$ cat config.mk
export PLATFORM = sky130hd
export DESIGN_NAME = ise_image_feeder
export DESIGN_NICKNAME = d
export VERILOG_FILES = /design/src/rtl/ise_pkg.sv /design/src/rtl/ise_feed_fifo.sv /design/src/rtl/ise_image_feeder.sv
export SDC_FILE = /design/constraint.sdc
export NUM_CORES = 1
export LEC_CHECK = 0
export CAP_MARGIN = 20
export CORE_ASPECT_RATIO = 1.4
export CORE_UTILIZATION = 52
export CTS_BUF_LIST = sky130_fd_sc_hd__clkbuf_4 sky130_fd_sc_hd__clkbuf_8
export DETAILED_ROUTE_END_ITERATION = 8
export PLACE_DENSITY_LB_ADDON = 0.25
export RECOVER_POWER = 100
export SYNTH_ARGS = -nofsm -noshare
export SYNTH_HDL_FRONTEND = slang
export SYNTH_SLANG_ARGS = --single-unit
$ cat constraint.sdc
create_clock -name clk -period 2.6 [get_ports clk]
set_input_delay 0.39 -clock clk [delete_from_list [all_inputs] [get_ports clk]]
set_output_delay 0.39 -clock clk [all_outputs]
set_load 0.1 [all_outputs]
$ cat src/rtl/ise_pkg.sv
// Shared types and sizing for the image-sorting-engine pixel interface.
package ise_pkg;

  localparam int unsigned PIXEL_W        = 24;
  localparam int unsigned IMG_IDX_W      = 5;
  localparam int unsigned ISE_NUM_IMAGES = 32;
  localparam int unsigned ISE_PIXELS     = 16384;

  typedef enum logic [1:0] {
    IDLE,
    PRIME,
    STREAM,
    DONE
  } feed_state_t;

  typedef struct packed {
    logic [IMG_IDX_W-1:0] img;
    logic [PIXEL_W-1:0]   pix;
  } feed_entry_t;

endpackage

$ cat src/rtl/ise_feed_fifo.sv
// Prefetch FIFO of {image index, pixel} entries with a registered head that
// holds its last value while the FIFO is empty.
module ise_feed_fifo
  import ise_pkg::*;
#(
  parameter int unsigned DEPTH = 2,
  localparam int unsigned PTR_W = (DEPTH > 1) ? $clog2(DEPTH) : 1,
  localparam int unsigned CNT_W = $clog2(DEPTH + 1)
) (
  input  logic             clk,
  input  logic             reset,
  input  logic             push,
  input  feed_entry_t      wdata,
  input  logic             pop,
  output feed_entry_t      head,
  output logic [CNT_W-1:0] count
);

  feed_entry_t      store [DEPTH];
  logic [PTR_W-1:0] rd_ptr;
  logic [PTR_W-1:0] wr_ptr;

  function automatic logic [PTR_W-1:0] ptr_inc(input logic [PTR_W-1:0] p);
    return (p == PTR_W'(DEPTH - 1)) ? '0 : p + PTR_W'(1);
  endfunction

  always_ff @(posedge clk) begin
    if (push) store[wr_ptr] <= wdata;
  end

  // Head tracks the entry that will be at the front after this edge.
  always_ff @(posedge clk) begin
    if (reset) begin
      rd_ptr <= '0;
      wr_ptr <= '0;
      count  <= '0;
      head   <= '0;
    end else begin
      if (push) wr_ptr <= ptr_inc(wr_ptr);
      if (pop)  rd_ptr <= ptr_inc(rd_ptr);
      count <= count + CNT_W'(push) - CNT_W'(pop);
      if (pop) begin
        if (count > CNT_W'(1)) head <= store[ptr_inc(rd_ptr)];
        else if (push)         head <= wdata;
      end else if ((count == '0) && push) begin
        head <= wdata;
      end
    end
  end

endmodule

$ cat src/rtl/ise_image_feeder.sv
// Streams every image from a 1-cycle-latency pixel memory into the sorting
// engine, honouring busy back-pressure and owning the engine reset.
module ise_image_feeder
  import ise_pkg::*;
#(
  parameter int unsigned NUM_IMAGES = ISE_NUM_IMAGES,
  parameter int unsigned PIXELS     = ISE_PIXELS,
  parameter int unsigned FIFO_DEPTH = 2,
  localparam int unsigned ADDR_W    = $clog2(NUM_IMAGES * PIXELS)
) (
  input  logic                 clk,
  input  logic                 reset,
  input  logic                 start,
  input  logic                 busy,
  output logic                 mem_rd,
  output logic [ADDR_W-1:0]    mem_addr,
  input  logic [PIXEL_W-1:0]   mem_rdata,
  output logic                 ise_rst,
  output logic [IMG_IDX_W-1:0] image_in_index,
  output logic [PIXEL_W-1:0]   pixel_in,
  output logic                 feed_done,
  output logic                 underflow
);

  localparam int unsigned TOTAL    = NUM_IMAGES * PIXELS;
  localparam int unsigned CNT_W    = ADDR_W + 1;
  localparam int unsigned PIX_BITS = $clog2(PIXELS);
  localparam int unsigned FCNT_W   = $clog2(FIFO_DEPTH + 1);

  feed_state_t       state, next_state;
  logic [CNT_W-1:0]  rd_cnt, cons_cnt;
  logic [FCNT_W-1:0] fifo_count;
  logic [FCNT_W:0]   occ_c;
  logic              pop_c, issue_c, underflow_c, restart_c;
  feed_entry_t       push_entry, head;

  assign push_entry.img = IMG_IDX_W'(mem_addr >> PIX_BITS);
  assign push_entry.pix = mem_rdata;
  assign image_in_index = head.img;
  assign pixel_in       = head.pix;

  // mem_rd doubles as the in-flight flag: its data lands at the next edge.
  always_comb begin
    next_state  = state;
    pop_c       = 1'b0;
    issue_c     = 1'b0;
    underflow_c = 1'b0;
    restart_c   = 1'b0;
    occ_c       = '0;
    if (state == STREAM && !busy) begin
      pop_c       = (fifo_count != '0);
      underflow_c = (fifo_count == '0) && (cons_cnt < CNT_W'(TOTAL));
    end
    occ_c = (FCNT_W + 1)'(fifo_count) + (FCNT_W + 1)'(mem_rd) - (FCNT_W + 1)'(pop_c);
    if (state == PRIME || state == STREAM)
      issue_c = (occ_c < (FCNT_W + 1)'(FIFO_DEPTH)) && (rd_cnt < CNT_W'(TOTAL));
    case (state)
      IDLE:    if (start) begin next_state = PRIME; restart_c = 1'b1; end
      PRIME:   if (fifo_count == FCNT_W'(FIFO_DEPTH)) next_state = STREAM;
      STREAM:  if (cons_cnt == CNT_W'(TOTAL)) next_state = DONE;
      DONE:    if (start) begin next_state = PRIME; restart_c = 1'b1; end
      default: next_state = IDLE;
    endcase
  end

  always_ff @(posedge clk) begin
    if (reset) begin
      state     <= IDLE;
      rd_cnt    <= '0;
      cons_cnt  <= '0;
      mem_rd    <= 1'b0;
      mem_addr  <= '0;
      ise_rst   <= 1'b1;
      feed_done <= 1'b0;
      underflow <= 1'b0;
    end else begin
      state     <= next_state;
      mem_rd    <= issue_c;
      ise_rst   <= (next_state == IDLE) || (next_state == PRIME);
      feed_done <= (next_state == DONE);
      underflow <= underflow | underflow_c;
      if (restart_c) begin
        rd_cnt   <= '0;
        cons_cnt <= '0;
      end else begin
        if (issue_c) begin
          mem_addr <= rd_cnt[ADDR_W-1:0];
          rd_cnt   <= rd_cnt + CNT_W'(1);
        end
        if (pop_c) cons_cnt <= cons_cnt + CNT_W'(1);
      end
    end
  end

  ise_feed_fifo #(.DEPTH(FIFO_DEPTH)) u_fifo (
    .clk   (clk),
    .reset (reset),
    .push  (mem_rd),
    .wdata (push_entry),
    .pop   (pop_c),
    .head  (head),
    .count (fifo_count)
  );

endmodule

==> flow_summary.toml <==
[clocking]
ctsHtreeMaxLevel = 4
cts_buffers = 17
cts_tree = "done"
clk_latency_ns = 0.44
clock_sinks = 156
clk_pin_slew_ns = 0.08
root_buffer = "clkbuf_8"
clk_path_buf_depth = 2
cts_hold_buf = 0

[synth]
yosysTopAreaCell = "dfxtp_1"
synthCells = 618
async_reset_ff_share_pct = 0
synth_fp_nets = 654
synth_edf_count = 58
synthTopCellsByCount = "nand2_1 (115), dfxtp_1 (98), a21oi_1 (81)"
synth_area_leaders = "dfxtp_1 (31%), edfxtp_1 (27%), nand2_1 (6.8%)"
ys_ff_latch = 156
syn_avg_cell_area_um2 = 10.33
synth_cell_types = 46
synth_area_um2 = 6386
ys.warnings.count = 0
yosys_most_used_dff = "dfxtp_1"
yosysMostFrequentCell = "nand2_1"
yosysSeqAreaShare_pct = 57.99
synth.top_cell.area_share_pct = 30.72

[sta]
slew_headroom_pct = 8.102
hold_violations = 0
drv_slew = 0
tightest_slew_ns = 1.378
max_freq_mhz = 377.2
fin_crit_sh_pct = 102.0
final.setup.tns_ns = -0.1600
setup_violations = 7
skew_ns = 0.01096
setup_ws_ns = -0.05092
hold_ws_ns = 0.4547
rsz0062_at_grt = "true"
fin_crit_ns = 2.651

[pwr]
power_density_nw_per_um2 = 676.1
vdd_drop_max_uv = 474.8
p_leak_nw = 2.429

[place]
place_congestion = 0.7769
place_hpwl_um = 8693
io_buffers = 79

[global_route]
overflow = 0
grt_usage_pct = 21.32
first_global_vias = 4607
antenna_found_initial = 0
grt_pass1_wl_um = 21290
grt_max_degree = 58

[route]
ant_nets = 0
vias = 4927
routedWlPerCell_um = 15.72
vias_per_cell = 5.670
drc_errors = 0
drt_iter0_drc = 159
totalWireLength_um = 13660
drtPass1Iterations = 4

[critical_path]
worst_setup_path_end_kind = "flip-flop"
critPathKind = "reg2reg"
critPathMaxFanout = 7
reg2regPathDepth = 12
r2r-end = "rd_cnt[14]$_SDFFE_PP0P_"
start_kind = "flip-flop"
regToRegStartpoint = "state[0]$_SDFF_PP0_"
reg2reg_slack_ns = -0.05
cp.arrival_ns = 3.01
crit_required_ns = 2.96

[die]
rows = 47
initial_utilization_pct = 53.76
core_area_um2 = 11880
fp.dieW_um = 95.66
die-area_um2 = 12730
ioPinCount = 80
dieHeight_um = 133.1

[worst_hold_path]
min_path_cells = 2
holdPathEnd = "mem_addr[11]$_SDFFE_PP0P_"
holdCritStartpoint = "mem_addr[11]$_SDFFE_PP0P_"
min-delay-path-class = "reg2reg"

[layout]
diodes = 0
multiInputGateArea_um2 = 2686
layout.nets = 745
regArea_um2 = 3707
layout-drive-gt1-share_pct = 15.79
n_fill_cell = 982
synthToLayoutAreaGrowth_pct = 22.26

[run_status]
outcome = "complete, but fails checks"
violations = "setup timing"

[job]
drv_cap = 0
[registers in the layout, indices dropped and copies added (netlist names)]
name	cells
u_fifo.store	58
u_fifo.head	29
cons_cnt	20
rd_cnt	20
mem_addr	19
state	2
u_fifo.count	2
feed_done	1
ise_rst	1
mem_rd	1
u_fifo.rd_ptr	1
u_fifo.wr_ptr	1
underflow	1
[per-layer routing]
| metal | GRT usage, % | vias to the layer above | share of wire [%] |
|---|---|---|---|
| li1 | - | 2422 | - |
| met1 | 24.80 | 2387 | 42 |
| met2 | 38.17 | 97 | 53 |
| met3 | 4.909 | 21 | 4.0 |
| met4 | 6.551 | 0 | 1.5 |
| met5 | 0 | - | 0 |
[repair_timing]
action                     4_1_cts  5_1_grt
setup endpoints to repair       18       37
buffers inserted                 2        2
gates resized for setup          7       32
cloned                           2        1
pin swaps                        3        4
[stage by stage]
stage               std cells  setup slack, ns  total power, mW  cell area (um^2)  util, %
finish                    869         -0.05092            5.279              7807    65.73
global route              869          -0.1633            5.449              7807    65.73
CTS                       866          0.01949            5.328              7861    66.18
detailed placement        830          -0.5042            3.274              7315    61.58
global placement          830          -0.4182            3.261              7315    61.58
floorplan                 618          -0.1120            3.083              6437        -
[critical path: stages, from the launching register on]
cell,delay (ns)
dfxtp_2,0.33
inv_2,0.08
ha_4,0.16
nor2b_4,0.15
nand2_2,0.06
nand2_1,0.08
ha_2,0.18
fa_2,0.45
nor3_4,0.23
buf_12,0.15
nand3_4,0.11
or4_1,0.44
a21oi_1,0.15
[worst max path at each step]
stage                             start                      end  slack, ns  cells past startpoint
detailed placement                 busy  rd_cnt[14]$_SDFFE_PP0P_      -0.50                     10
global placement                   busy  rd_cnt[10]$_SDFFE_PP0P_      -0.42                     10
global route        state[0]$_SDFF_PP0_  rd_cnt[14]$_SDFFE_PP0P_      -0.16                     12
floorplan           state[0]$_SDFF_PP0_   rd_cnt[4]$_SDFFE_PP0P_      -0.11                     13
CTS                 state[0]$_SDFF_PP0_  rd_cnt[14]$_SDFFE_PP0P_       0.02                     12
finish              state[0]$_SDFF_PP0_  rd_cnt[14]$_SDFFE_PP0P_      -0.05                     12
[layout by cell type (no fill, tap or decap), drive strengths merged, types with 5 or more instances in the layout]
master and instances:
dfxtp 98, and2 5, buf 26, or4 18, xnor2 5, nand3 15, mux2i 29, o31ai 15
nor2 19, a21oi 81, nand4 13, nand2 115, edfxtp 58, and4 5, xor2 8, or3 10
o211ai 31, nor2b 5, o21ai 11, inv 13, bufinv 5, clkbuf 75, dlygate4sd3 24, ha 7
[report_power, final]
part | internal, mW | leakage, nW | switching, mW
Sequential | 2.60 | 1.33 | 0.0315
Clock | 1.16 | 0.219 | 0.893
Combinational | 0.159 | 0.881 | 0.435
Total | 3.92 | 2.43 | 1.36
[cells by family (layout without fill, tap and decap cells)]
logic type,Yosys count,count (layout),share of synthesized area [%]
buf+inv,49,151,3.429
xor+xnor,13,13,1.901
mux,29,29,4.545
compound gates,144,144,13.34
simple gates,219,221,17.10
flops,156,156,57.99
fa+ha+maj,8,8,1.685
[layout make-up]
type / instances / share of cell area [%]
repair buffers: 109 / 9.407
inverters: 10 / 0.4808
well taps: 147 / 2.356
flip-flops and latches: 156 / 47.48
clock inverters: 14 / 2.772
clock buffers: 18 / 3.093
multi-input cells: 415 / 34.41
Note: power is estimated with default switching activity, not from simulation.
